--- src/rtl/sbox_pkg.sv ---
// Shared GF(2^4) arithmetic for the masked S-box multiplier stage.
// GF(16) is built as a tower GF((2^2)^2):
//   GF(4)  = GF(2)[w]/(w^2 + w + 1), element {x1,x0} = x1*w + x0
//   GF(16) = GF(4)[z]/(z^2 + z + w), element {h,l}  = h*z + l
// Also holds the nibble width and the lane bit-offset helpers.
package sbox_pkg;

  localparam int unsigned Gf16W = 4;

  // GF(4) product, reduced with w^2 = w + 1.
  function automatic logic [1:0] gf4_mul(input logic [1:0] a, input logic [1:0] b);
    logic hh;
    hh = a[1] & b[1];
    return {hh ^ (a[1] & b[0]) ^ (a[0] & b[1]), hh ^ (a[0] & b[0])};
  endfunction

  // Multiply by the tower constant N = w.
  function automatic logic [1:0] gf4_mul_n(input logic [1:0] x);
    return {x[1] ^ x[0], x[1]};
  endfunction

  // GF(16) product in the tower basis, reduced with z^2 = z + N.
  function automatic logic [Gf16W-1:0] gf16_mul(input logic [Gf16W-1:0] a,
                                                input logic [Gf16W-1:0] b);
    logic [1:0] hh, hi, lo;
    hh = gf4_mul(a[3:2], b[3:2]);
    hi = hh ^ gf4_mul(a[3:2], b[1:0]) ^ gf4_mul(a[1:0], b[3:2]);
    lo = gf4_mul_n(hh) ^ gf4_mul(a[1:0], b[1:0]);
    return {hi, lo};
  endfunction

  // Bit offset of lane k in a 4-bit-per-lane operand bus.
  function automatic int unsigned nib_base(input int unsigned k);
    return k * Gf16W;
  endfunction

  // Bit offset of lane k in an 8-bit-per-lane rnd/output bus.
  function automatic int unsigned byte_base(input int unsigned k);
    return k * 2 * Gf16W;
  endfunction

endpackage

--- src/rtl/dom_gf16_mul.sv ---
// One 2-share DOM-indep GF(16) multiplier (a*b) with registered terms.
// Ports:
//   clk, rst_n : clock, async active-low reset (clears all term registers)
//   en         : load enable for all four term registers
//   a0, a1     : shares of operand a
//   b0, b1     : shares of operand b
//   r          : fresh mask shared by the two cross-domain terms
//   q0, q1     : output shares, compressed from registered terms only
module dom_gf16_mul
  import sbox_pkg::*;
(
  input  logic             clk,
  input  logic             rst_n,
  input  logic             en,
  input  logic [Gf16W-1:0] a0,
  input  logic [Gf16W-1:0] a1,
  input  logic [Gf16W-1:0] b0,
  input  logic [Gf16W-1:0] b1,
  input  logic [Gf16W-1:0] r,
  output logic [Gf16W-1:0] q0,
  output logic [Gf16W-1:0] q1
);

  logic [Gf16W-1:0] t00_q, t01_q, t10_q, t11_q;

  // Cross-domain terms are masked with r before the register so no unmasked
  // mix of both shares ever feeds the compression XOR.
  always_ff @(posedge clk or negedge rst_n) begin
    if (!rst_n) begin
      t00_q <= '0;
      t01_q <= '0;
      t10_q <= '0;
      t11_q <= '0;
    end else if (en) begin
      t00_q <= gf16_mul(a0, b0);
      t01_q <= gf16_mul(a0, b1) ^ r;
      t10_q <= gf16_mul(a1, b0) ^ r;
      t11_q <= gf16_mul(a1, b1);
    end
  end

  assign q0 = t00_q ^ t01_q;
  assign q1 = t11_q ^ t10_q;

endmodule

--- src/rtl/stage3_mul_pipe.sv ---
// Masked S-box stage 3: per lane, multiplies the high and low nibble operands
// by a common multiplier using 2-share DOM-indep multipliers.
// Ports:
//   clk, rst_n           : clock, async active-low reset
//   inh0/inh1, inl0/inl1 : shares of high / low nibble operands (4 bits per lane)
//   in0/in1              : shares of the common multiplier (4 bits per lane)
//   in_valid / in_ready  : operand handshake
//   rnd / rnd_valid      : fresh randomness (8 bits per lane); rnd_ack pulses on use
//   out0/out1            : output shares, lane byte = {high product, low product}
//   out_valid/out_ready  : output handshake
// OUT_REG=0 gives 1-cycle latency, OUT_REG=1 adds an output register (latency 2).
module stage3_mul_pipe
  import sbox_pkg::*;
#(
  parameter int unsigned LANES   = 1,
  parameter int unsigned OUT_REG = 0
) (
  input  logic                   clk,
  input  logic                   rst_n,
  input  logic [LANES*4-1:0]     inh0,
  input  logic [LANES*4-1:0]     inh1,
  input  logic [LANES*4-1:0]     inl0,
  input  logic [LANES*4-1:0]     inl1,
  input  logic [LANES*4-1:0]     in0,
  input  logic [LANES*4-1:0]     in1,
  input  logic                   in_valid,
  output logic                   in_ready,
  input  logic [LANES*8-1:0]     rnd,
  input  logic                   rnd_valid,
  output logic                   rnd_ack,
  output logic [LANES*8-1:0]     out0,
  output logic [LANES*8-1:0]     out1,
  output logic                   out_valid,
  input  logic                   out_ready
);

  localparam int unsigned BusW = LANES * 2 * Gf16W;

  logic            fire;
  logic            v1_q;
  logic [BusW-1:0] comp0, comp1;

  assign fire    = in_valid & rnd_valid & in_ready;
  assign rnd_ack = fire;

  for (genvar k = 0; k < LANES; k++) begin : g_lane
    localparam int unsigned Nb = nib_base(k);
    localparam int unsigned Bb = byte_base(k);

    dom_gf16_mul u_hi (
      .clk   (clk),
      .rst_n (rst_n),
      .en    (fire),
      .a0    (inh0[Nb +: Gf16W]),
      .a1    (inh1[Nb +: Gf16W]),
      .b0    (in0[Nb +: Gf16W]),
      .b1    (in1[Nb +: Gf16W]),
      .r     (rnd[Bb +: Gf16W]),
      .q0    (comp0[Bb + Gf16W +: Gf16W]),
      .q1    (comp1[Bb + Gf16W +: Gf16W])
    );

    dom_gf16_mul u_lo (
      .clk   (clk),
      .rst_n (rst_n),
      .en    (fire),
      .a0    (inl0[Nb +: Gf16W]),
      .a1    (inl1[Nb +: Gf16W]),
      .b0    (in0[Nb +: Gf16W]),
      .b1    (in1[Nb +: Gf16W]),
      .r     (rnd[Bb + Gf16W +: Gf16W]),
      .q0    (comp0[Bb +: Gf16W]),
      .q1    (comp1[Bb +: Gf16W])
    );
  end

  if (OUT_REG == 0) begin : g_direct
    // Term registers are the only stage; compressed shares drive the outputs.
    assign in_ready  = !v1_q | out_ready;
    assign out_valid = v1_q;
    assign out0      = comp0;
    assign out1      = comp1;

    always_ff @(posedge clk or negedge rst_n) begin
      if (!rst_n) begin
        v1_q <= 1'b0;
      end else if (fire) begin
        v1_q <= 1'b1;
      end else if (out_ready) begin
        v1_q <= 1'b0;
      end
    end
  end else begin : g_outreg
    logic            v2_q;
    logic            adv2;
    logic [BusW-1:0] o0_q, o1_q;

    // Output stage can take a new value when empty or being drained.
    assign adv2      = !v2_q | out_ready;
    assign in_ready  = !v1_q | adv2;
    assign out_valid = v2_q;
    assign out0      = o0_q;
    assign out1      = o1_q;

    always_ff @(posedge clk or negedge rst_n) begin
      if (!rst_n) begin
        v1_q <= 1'b0;
        v2_q <= 1'b0;
        o0_q <= '0;
        o1_q <= '0;
      end else begin
        if (fire) begin
          v1_q <= 1'b1;
        end else if (adv2) begin
          v1_q <= 1'b0;
        end
        if (adv2) begin
          v2_q <= v1_q;
        end
        if (adv2 && v1_q) begin
          o0_q <= comp0;
          o1_q <= comp1;
        end
      end
    end
  end

endmodule

--- config.mk ---
export PLATFORM = sky130hd
export DESIGN_NAME = stage3_mul_pipe
export DESIGN_NICKNAME = d
export VERILOG_FILES = /design/src/rtl/sbox_pkg.sv /design/src/rtl/dom_gf16_mul.sv /design/src/rtl/stage3_mul_pipe.sv
export SDC_FILE = /design/constraint.sdc
export NUM_CORES = 1
export LEC_CHECK = 0
export BUFFER_PORTS_ARGS = -buffer_cell sky130_fd_sc_hd__buf_2
export CORE_ASPECT_RATIO = 1.5
export CORE_MARGIN = 5
export CORE_UTILIZATION = 55
export CTS_BUF_LIST = sky130_fd_sc_hd__clkbuf_8 sky130_fd_sc_hd__clkbuf_16
export DETAILED_ROUTE_END_ITERATION = 10
export PLACE_DENSITY_LB_ADDON = 0.05
export SETUP_SLACK_MARGIN = 0.5
export SLEW_MARGIN = 5
export SYNTH_ARGS = -nofsm -noshare
export SYNTH_HDL_FRONTEND = slang
export SYNTH_SLANG_ARGS = --single-unit
--- constraint.sdc ---
create_clock -name clk -period 2.8 [get_ports clk]
set_input_delay 0.42 -clock clk [delete_from_list [all_inputs] [get_ports clk]]
set_output_delay 0.42 -clock clk [all_outputs]
set_load 0.02 [all_outputs]
==> Word-level counts from Yosys, hierarchy flattened <==
Cells that the tools add are included.
Widths: inputs -> output; s select.
{ "totals": {"elab_cells": 280, "n_memories": 0, "latch_bits": 0, "regBits": 33, "mem_bits_ro": 0, "out_inout_bits": 19, "inputBits": 37, "ramBits": 0} }
{ "op_classes": {"muxes": 2, "addsub": 0, "n_mul": 0, "div": 0, "magnitude_cmp": 0, "bitwise_logic": 267, "reduce_logical": 2, "shift": 0, "eq_ne": 0} }
{ "op_table": {"columns": ["cell", "count"], "rows": [
  ["$and 1x1->1", 130],
  ["$xor 1x1->1", 104],
  ["$xor 2x2->2", 24],
  ["$xor 4x4->4", 8],
  ["$mux 1", 2],
  ["$reduce_bool 2->1", 1],
  ["$logic_not 1->1", 1],
  ["$or 1x1->1", 1]
]} }

==> Logic depth before layout (Yosys ltp) <==
Gate-level depths: netlist (run 1).
{ "depth": {"depth_word": 6, "ltp_mapped": 8, "mapped_depth_nobuf": 6} }

==> Hierarchy <==
Synthesis (run 1) repeated with hierarchy kept, for this count alone.
{ "unflattened": {"hier_cells": 477, "area_unflattened_um2": 4063.9} }
{ "modules_own_cells": {"columns": ["mod", "cells_per_inst", "n_inst", "seq_area_each_um2", "area_per_inst_um2"], "rows": [
  ["dom_gf16_mul", 236, 2, 400.4, 2001.9],
  ["stage3_mul_pipe", 5, 1, 25.0, 60.1]
]} }

==> Worst setup path after synthesis (run 1) <==
No wires, ideal clock.
{ "synth_timing": {"kind": "input -> register", "from": "input out_ready", "to": "register g_lane[0].u_lo.t00_q[3]", "path_buffers": 0, "cell_stages": 6, "setup_ns": 0.131, "setup_slack_ns": 1.088, "arrival_time_ns": 1.581, "t_required_ns": 2.669, "cell_sequence": "nand2b_1 > nand3_1 > inv_1 > nand3_1 > a21oi_1 > or3b_1"} }
{ "synth_between": {"elab_chain_len": 2} }
{ "synth_lines": {"columns": ["item", "line", "text"], "rows": [
  ["from (decl)", "stage3_mul_pipe.sv:34", "input logic out_ready"],
  ["$or 1x1->1", "stage3_mul_pipe.sv:79", "assign in_ready = !v1_q | out_ready;"],
  ["$and 1x1->1", "stage3_mul_pipe.sv:43", "assign fire = in_valid & rnd_valid & in_ready;"],
  ["named net rnd_ack", "stage3_mul_pipe.sv:30", "output logic rnd_ack,"],
  ["to (signal assigned)", "dom_gf16_mul.sv:35", "t00_q <= gf16_mul(a0, b0);"],
  ["to (decl)", "dom_gf16_mul.sv:24", "logic [Gf16W-1:0] t00_q, t01_q, t10_q, t11_q;"]
]} }
The timed path passes the listed nets, and every way through them passes these cells.
A chain may end at the register's enable or synchronous reset.

==> Final worst setup path (run 1) <==
{ "layout_timing": {"from": "register v1_q (netlist: out_valid)", "to": "output rnd_ack"} }
{ "layout_between": {"elab_chain_len": 3} }
{ "layout_lines": {"columns": ["item", "line", "text"], "rows": [
  ["from (decl)", "stage3_mul_pipe.sv:40", "logic v1_q;"],
  ["from (signal assigned)", "stage3_mul_pipe.sv:86", "v1_q <= 1'b0;"],
  ["from (signal assigned)", "stage3_mul_pipe.sv:88", "v1_q <= 1'b1;"],
  ["from (signal assigned)", "stage3_mul_pipe.sv:90", "v1_q <= 1'b0;"],
  ["$logic_not 1->1", "stage3_mul_pipe.sv:79", null],
  ["$or 1x1->1", "stage3_mul_pipe.sv:79", null],
  ["$and 1x1->1", "stage3_mul_pipe.sv:43", null],
  ["to (decl)", "stage3_mul_pipe.sv:30", null]
]} }
Every way passes these cells.

==> impl_metrics.toml, run 1 <==
[run_status]
run_status = "finished, final reports clean"

[critical_path]
crit_start = "out_valid$_DFFE_PN0P_"
kind_of_start_point_of_the_critical_path = "flip-flop"
worst_setup_path_end_kind = "output pin"
worst-setup-path-type = "reg2out"
critical-path-slowest-cell = "sky130_fd_sc_hd__dfrtp_1"
ff2ff_path_depth = 4
critical-path-max-stage-delay_ps = 370
worst_r2r_endpoint = "g_lane[0].u_lo.t00_q[3]$_DFFE_PN0P_"
cp-endpoint = "rnd_ack"
critical_path.reg2reg.startpoint = "out_valid$_DFFE_PN0P_"
required_ps = 2380
critical_path.cell_chain = "nand2b_1, nand3_2, inv_1, buf_2"
worstPathMaxFanout = 26
cp.arrival_ps = 1610
reg2reg_setup_slack_ps = 1140

[logic_synthesis]
synth-seq-cells = 33
post_synth.cell_area_avg_um2 = 8.561
portion_of_synthesized_cell_area_occupied_by_the_leading_cell_type_pct = 20.57
post_synth_main_area_contributors = "sky130_fd_sc_hd__dfrtp_1 (21%), sky130_fd_sc_hd__xnor2_1 (16%), sky130_fd_sc_hd__nand2_1 (9.5%)"
synthCells = 469
async_reset_ff_share_pct = 100.0
synth_area_mm2 = 0.004015
fraction_of_the_yosys_area_taken_by_sequential_cells_pct = 20.57
synthFlopType = "sky130_fd_sc_hd__dfrtp_1"
synth_warnings = 0
synth_edf_count = 0
number_of_library_cell_types_mapped_by_synthesis = 45
postSynthNetCount = 506
yosys.area.top_type = "sky130_fd_sc_hd__dfrtp_1"

[min_path]
hp-class = "in2async"

[final_layout]
finish.cell_count_without_fillers = 588
diodes = 0
fill_cells = 698
drive_gt1_share_pct = 22.95
layout_nets = 524
syn_to_final_growth_pct = 5.329

[routing]
routed_len_inst_um = 14.99
first_pass_iteration_count_of_the_detailed_router = 5
drt_wl_total_um = 8814
via_per_inst = 5.430
final_antenna_net_count = 0
dr.first_iter.drc_count = 131
vias = 3193
drc_errors = 0

[global_routing]
globalRouteOverflowTotal = 0
wire_length_of_the_first_global_routing_pass_um = 14730
grt_antenna_before_repair = 0
globalRouteTotalUtil_pct = 20.47
grt_pass1_vias = 3044
grt_start_max_net_pins = 39

[floorplanning]
floorplan.io_pins = 56
die_x_um = 79.76
coreArea_mm2 = 0.007179
fp.dieArea_mm2 = 0.009144
row_count = 38
start_util_pct = 55.93
die_y_um = 114.6

[placed_design]
placed_cells = 580
portBuffers = 55
routabilityCongestion = 0.7831
dpl.hpwl_um = 6256

[clock_tree]
cts_post_setup_buffers_inserted = 0
number_of_buffers_added_by_the_clock_tree_synthesis_step = 5
clock_path_buffers = 2
cts.repair.resized = 0
num_clock_sinks = 33
worstSkewPairLatency_ps = 300
cts_root_buffer = "sky130_fd_sc_hd__clkbuf_8"
cts_tree = "done"
clock_pin_slew_of_the_registers_on_the_worst_case_setup_and_hold_paths_ps = 80
ctsHoldBuffers = 0
cts-htree-levels = 2

[pwr]
areal_power_density_over_the_cells_mw_per_mm2 = 516.8
ir_drop_uv = 225.3
cellLeakagePower_nw = 1.812

[timing]
finalClockSkew_ps = 8.228
finalWorstPathRequiredPeriod_ps = 2028
finalSetupViolations = 0
tightestPinTransition_ps = 751.8
max_slew_margin_pct = 49.88
maxClockFrequency_ghz = 0.4932
fin_crit_sh_pct = 72.41
timing.final.hold_violations = 0
finalSetupTns_ps = 0
final_max_slew_violation_count = 0
rsz0062_at_grt = "no"

[run]
cap_viol_max_count = 0
[cell usage in the layout (no fill, tap or decap), types with 3 or more instances in the layout]
master                      netlist  layout
sky130_fd_sc_hd__nor2b_1         10      10
sky130_fd_sc_hd__a221oi_2        17      17
sky130_fd_sc_hd__nand2_1        102     102
sky130_fd_sc_hd__a22o_1           3       3
sky130_fd_sc_hd__clkbuf_8         0       7
sky130_fd_sc_hd__o2bb2ai_1        3       3
sky130_fd_sc_hd__nand2b_1        11      11
sky130_fd_sc_hd__nor4bb_1        14      14
sky130_fd_sc_hd__mux2_4          12      12
sky130_fd_sc_hd__a22oi_1          3       3
sky130_fd_sc_hd__xnor2_1         72      72
sky130_fd_sc_hd__dfrtp_1         33      33
sky130_fd_sc_hd__buf_2           18      55
sky130_fd_sc_hd__xor2_1          42      42
sky130_fd_sc_hd__o21ai_1         22      22
sky130_fd_sc_hd__mux2_2          14      14
sky130_fd_sc_hd__o21ai_0         21      21
sky130_fd_sc_hd__nor3b_1          5       5
sky130_fd_sc_hd__a211oi_1         3       3
sky130_fd_sc_hd__nand3_1          4       3
sky130_fd_sc_hd__mux2i_1          3       3
[metal layers]
layer  up-vias  wire length [um]  GRT usage [%]
met5         -                 0              0
met4         0               145          7.892
met3        10               359          2.677
met2        58              4389          35.58
met1      1494              3921          25.44
li1       1631                 -              -
[registers in the layout, summed over array words and instances, names as in the netlist]
register,cells
g_lane.u_hi.t00_q,4
g_lane.u_hi.t01_q,4
g_lane.u_hi.t10_q,4
g_lane.u_hi.t11_q,4
g_lane.u_lo.t00_q,4
g_lane.u_lo.t01_q,4
g_lane.u_lo.t10_q,4
g_lane.u_lo.t11_q,4
out_valid,1
[worst max-delay path: cells and delay by family, from the launching register on]
kind	cells	cell delay [ps]
flip-flops	1	370
AND/OR/NAND/NOR	2	490
buffers and inverters	2	450
[worst min-delay path by stage]
stage                                         from                                  end  depth (start not counted)
3_3_place_gp   g_lane[0].u_hi.t11_q[2]$_DFFE_PN0P_  g_lane[0].u_hi.t11_q[2]$_DFFE_PN0P_                          2
5_1_grt                                      rst_n  g_lane[0].u_hi.t00_q[1]$_DFFE_PN0P_                          1
3_5_place_dp   g_lane[0].u_lo.t10_q[2]$_DFFE_PN0P_  g_lane[0].u_lo.t10_q[2]$_DFFE_PN0P_                          2
2_1_floorplan                                rst_n  g_lane[0].u_hi.t00_q[0]$_DFFE_PN0P_                          0
6_report                                     rst_n  g_lane[0].u_hi.t00_q[1]$_DFFE_PN0P_                          1
4_1_cts                                      rst_n  g_lane[0].u_hi.t11_q[3]$_DFFE_PN0P_                          1
[report_power, final]
group	switching [mW]	total, mW	internal, mW
clock	0.186	0.408	0.222
sequential	0.0837	0.687	0.603
combinational	0.630	1.09	0.461
total	0.899	2.19	1.29
[metrics by stage]
step	area, um2	worst slack, ps	hold WS (ps)	utilization (%)	power [mW]
floorplan	4015	1088	124.4	-	1.524
global route	4229	641.5	253.5	58.91	2.340
detailed placement	4128	687.8	492.3	57.49	1.800
finish	4229	772.4	180.1	58.91	2.186
global placement	4128	711.7	482.9	57.49	1.780
CTS	4229	717.9	201.5	58.91	2.213
[synthesized netlist by cell type, types with 3 or more instances]
cell type	instances
sky130_fd_sc_hd__nand2_1	102
sky130_fd_sc_hd__xnor2_1	72
sky130_fd_sc_hd__xor2_1	42
sky130_fd_sc_hd__dfrtp_1	33
sky130_fd_sc_hd__o21ai_1	22
sky130_fd_sc_hd__o21ai_0	21
sky130_fd_sc_hd__buf_2	18
sky130_fd_sc_hd__a221oi_2	17
sky130_fd_sc_hd__mux2_2	14
sky130_fd_sc_hd__nor4bb_1	14
sky130_fd_sc_hd__buf_4	13
sky130_fd_sc_hd__mux2_4	12
sky130_fd_sc_hd__nand2b_1	11
sky130_fd_sc_hd__nor2b_1	10
sky130_fd_sc_hd__buf_6	8
sky130_fd_sc_hd__clkbuf_1	6
sky130_fd_sc_hd__nor3b_1	5
sky130_fd_sc_hd__nand3_1	4
sky130_fd_sc_hd__a211oi_1	3
sky130_fd_sc_hd__a22o_1	3
sky130_fd_sc_hd__a22oi_1	3
sky130_fd_sc_hd__mux2i_1	3
sky130_fd_sc_hd__o2bb2ai_1	3
[cell families (layout without fill, tap and decap cells)]
| logic type | count (synthesis) | in the layout | share of synthesized area, % |
|---|---|---|---|
| mux | 30 | 30 | 9.442 |
| compound gates | 82 | 82 | 16.05 |
| buf+inv | 47 | 66 | 7.666 |
| simple gates | 162 | 162 | 20.85 |
| flops | 33 | 33 | 20.57 |
| xor+xnor | 115 | 115 | 25.43 |
[cell type report]
cell class                 instances  area, um2  share of cell area (%)
multi-input combinational        389       2887                   68.25
sequential                        33      825.8                   19.53
timing repair buffer              56      282.8                   6.686
tap                              100      125.1                   2.959
clock buffer                       7      96.34                   2.278
inverter                           2      7.507                  0.1775
clock inverter                     1      5.005                  0.1183
Power figures use the tool's default switching activity.
==> run 2: changes to the inputs <==
CORE_UTILIZATION = 54   (was 55)
clock period = 1.7 ns   (was 2.8 ns; I/O delays follow)
==> impl_metrics.toml, run 2 (synthesized netlist as in run 1, its figures left out) <==
[timing]
rsz0062_at_grt = "yes"
finalSetupViolations = 0
finalClockSkew_ps = 15.87
worst_hold_slack_ps = 257.6
final_max_slew_violation_count = 0
fin_crit_sh_pct = 78.33
tightestPinTransition_ps = 360.5
max_slew_margin_pct = 75.62
finalWorstPathRequiredPeriod_ps = 1332
finalSetupTns_ps = 0
timing.final.hold_violations = 0
maxClockFrequency_ghz = 0.7510

[critical_path]
kind_of_start_point_of_the_critical_path = "flip-flop"
worst_setup_path_end_kind = "output pin"
cp.arrival_ps = 1080
critical-path-max-stage-delay_ps = 420
worstPathMaxFanout = 4
critical_path.n_buffers_inverters = 2
required_ps = 1440
critical_path.cell_chain = "nand2b_4, nand3_4, inv_4, buf_6"
worst-setup-path-type = "reg2out"
critical-path-slowest-cell = "sky130_fd_sc_hd__dfrtp_2"
critPathTopFamily = "flip-flops"

[routing]
routed_len_inst_um = 16.71
via_per_inst = 5.412
final_antenna_net_count = 0
vias = 3588
drc_errors = 0
first_pass_iteration_count_of_the_detailed_router = 4
dr.first_iter.drc_count = 157
drt_wl_total_um = 11080

[final_layout]
syn_to_final_growth_pct = 41.48
diodes = 0
drive_gt1_share_pct = 41.74
final_common_cell = "sky130_fd_sc_hd__nand2_1"
layout_nets = 599
fill_cells = 521
layout_common_cells = "sky130_fd_sc_hd__nand2_1 (98), sky130_fd_sc_hd__buf_4 (74), sky130_fd_sc_hd__xnor2_1 (63)"

[pwr]
internal_power_mw = 2.580
ir_drop_uv = 475.2
power.share.switching_pct = 39.01
clock_power_share_pct = 14.2
totalPowerFinal_mw = 4.230
combinational_share_of_power_pct = 59.0
areal_power_density_over_the_cells_mw_per_mm2 = 744.6
switching_power_mw = 1.650
cellLeakagePower_nw = 2.540
p_seq_share_pct = 26.8

[global_routing]
grt-busiest-layer = "met2"
globalRouteTotalUtil_pct = 22.81
grt_start_max_net_pins = 35
wire_length_of_the_first_global_routing_pass_um = 16640
grt_pass1_vias = 3448
gr-usage-met1_pct = 27.68
globalRouteOverflowTotal = 0
grtUsageMet3_pct = 1.944
grt_antenna_before_repair = 0
groute.layer.met2.usage_pct = 41.81

[floorplanning]
coreArea_mm2 = 0.007227
die_y_um = 115.6
fp.dieArea_mm2 = 0.009296
start_util_pct = 55.56
row_count = 38
die_x_um = 80.41
floorplan.io_pins = 56

[clock_tree]
number_of_buffers_added_by_the_clock_tree_synthesis_step = 5
worstSkewPairLatency_ps = 290
cts-htree-levels = 2
cts_root_buffer = "sky130_fd_sc_hd__clkbuf_8"
clock_path_buffers = 2
cts_tree = "done"
clock_pin_slew_of_the_registers_on_the_worst_case_setup_and_hold_paths_ps = 70
num_clock_sinks = 33

[placed_design]
portBuffers = 55
dpl.hpwl_um = 7463
routabilityCongestion = 0.7974

[run_status]
run_status = "finished, final reports clean"

[run]
cap_viol_max_count = 0

[min_path]
hp-class = "in2reg"
[run 2: cell count changes in the layout (fill, tap and decap cells not counted), sizes merged]
cell         change
buf             +67
bufbuf           +1
clkbuf           +5
clkinv           -1
clkinvlp         +1
dlygate4sd3      +1
inv              +1
[run 2: worst reg2reg max path, cell delays in order (launching register included)]
cell and delay, ps:
sky130_fd_sc_hd__dfrtp_2 390, sky130_fd_sc_hd__nand2b_4 80, sky130_fd_sc_hd__nand3_4 80, sky130_fd_sc_hd__inv_4 40
sky130_fd_sc_hd__buf_6 120, sky130_fd_sc_hd__nand3_4 60, sky130_fd_sc_hd__a21oi_2 40, sky130_fd_sc_hd__or3b_1 380
[run 2: per-layer routing]
layer  up-vias  wire length [um]
met2        75              6094
li1       1781                 -
met4         0               214
met5         -                 0
met3        15               377
met1      1717              4393
[run 2: path summary, 6_finish.rpt]
| kind | from | endpoint | slack, ps | cells after the start |
|---|---|---|---|---|
| max | out_valid$_DFFE_PN0P_ | rnd_ack | 370 | 4 |
| min | in_valid | out_valid$_DFFE_PN0P_ | 260 | 3 |
| max reg2reg | out_valid$_DFFE_PN0P_ | g_lane[0].u_lo.t00_q[3]$_DFFE_PN0P_ | 380 | 7 |
| min reg2reg | g_lane[0].u_lo.t10_q[2]$_DFFE_PN0P_ | g_lane[0].u_lo.t10_q[2]$_DFFE_PN0P_ | 500 | 2 |
| max in group asynchronous | rst_n | g_lane[0].u_lo.t10_q[1]$_DFFE_PN0P_ | 780 | 3 |
| min in group asynchronous | rst_n | g_lane[0].u_hi.t11_q[0]$_DFFE_PN0P_ | 390 | 2 |
[run 2: area by class of cell]
| cell class | instances | area, um2 | area share, % |
|---|---|---|---|
| Timing Repair Buffer | 131 | 1286 | 22.64 |
| Clock buffer | 6 | 82.58 | 1.454 |
| Inverter | 2 | 10.01 | 0.1762 |
| Clock inverter | 2 | 11.26 | 0.1982 |
| Tap cell | 100 | 125.1 | 2.203 |
| Sequential cell | 33 | 827.0 | 14.56 |
| Multi-Input combinational cell | 389 | 3338 | 58.77 |
[run 2: power groups by stage]
| stage | registers (mW) | logic, mW | clock network [mW] |
|---|---|---|---|
| after floorplan | 1.12 | 1.45 | 0 |
| after global placement | 1.14 | 1.91 | 0 |
| after detailed placement | 1.15 | 1.95 | 0 |
| after CTS | 1.13 | 2.26 | 0.616 |
| after global routing | 1.16 | 2.67 | 0.665 |
| final | 1.14 | 2.49 | 0.599 |
[run 2: timing repair]
action                                  CTS  global route
pin swaps                                39            36
buffers inserted                         11            13
hold endpoints to repair                 11             0
resized for setup                       102            45
hold buffers                              1             0
cloned                                    2             5
endpoints found under the setup margin   47            50
[run 2: stage by stage]
stage / area, um2 / cells / utilization [%] / setup WS (ps)
2_1_floorplan: 4237 / 469 / - / 271.9
3_3_place_gp: 4578 / 623 / 63.35 / -63.62
3_5_place_dp: 4578 / 623 / 63.35 / -106.3
4_1_cts: 5268 / 645 / 72.89 / 349.3
5_1_grt: 5680 / 663 / 78.60 / 299.1
6_report: 5680 / 663 / 78.60 / 368.5
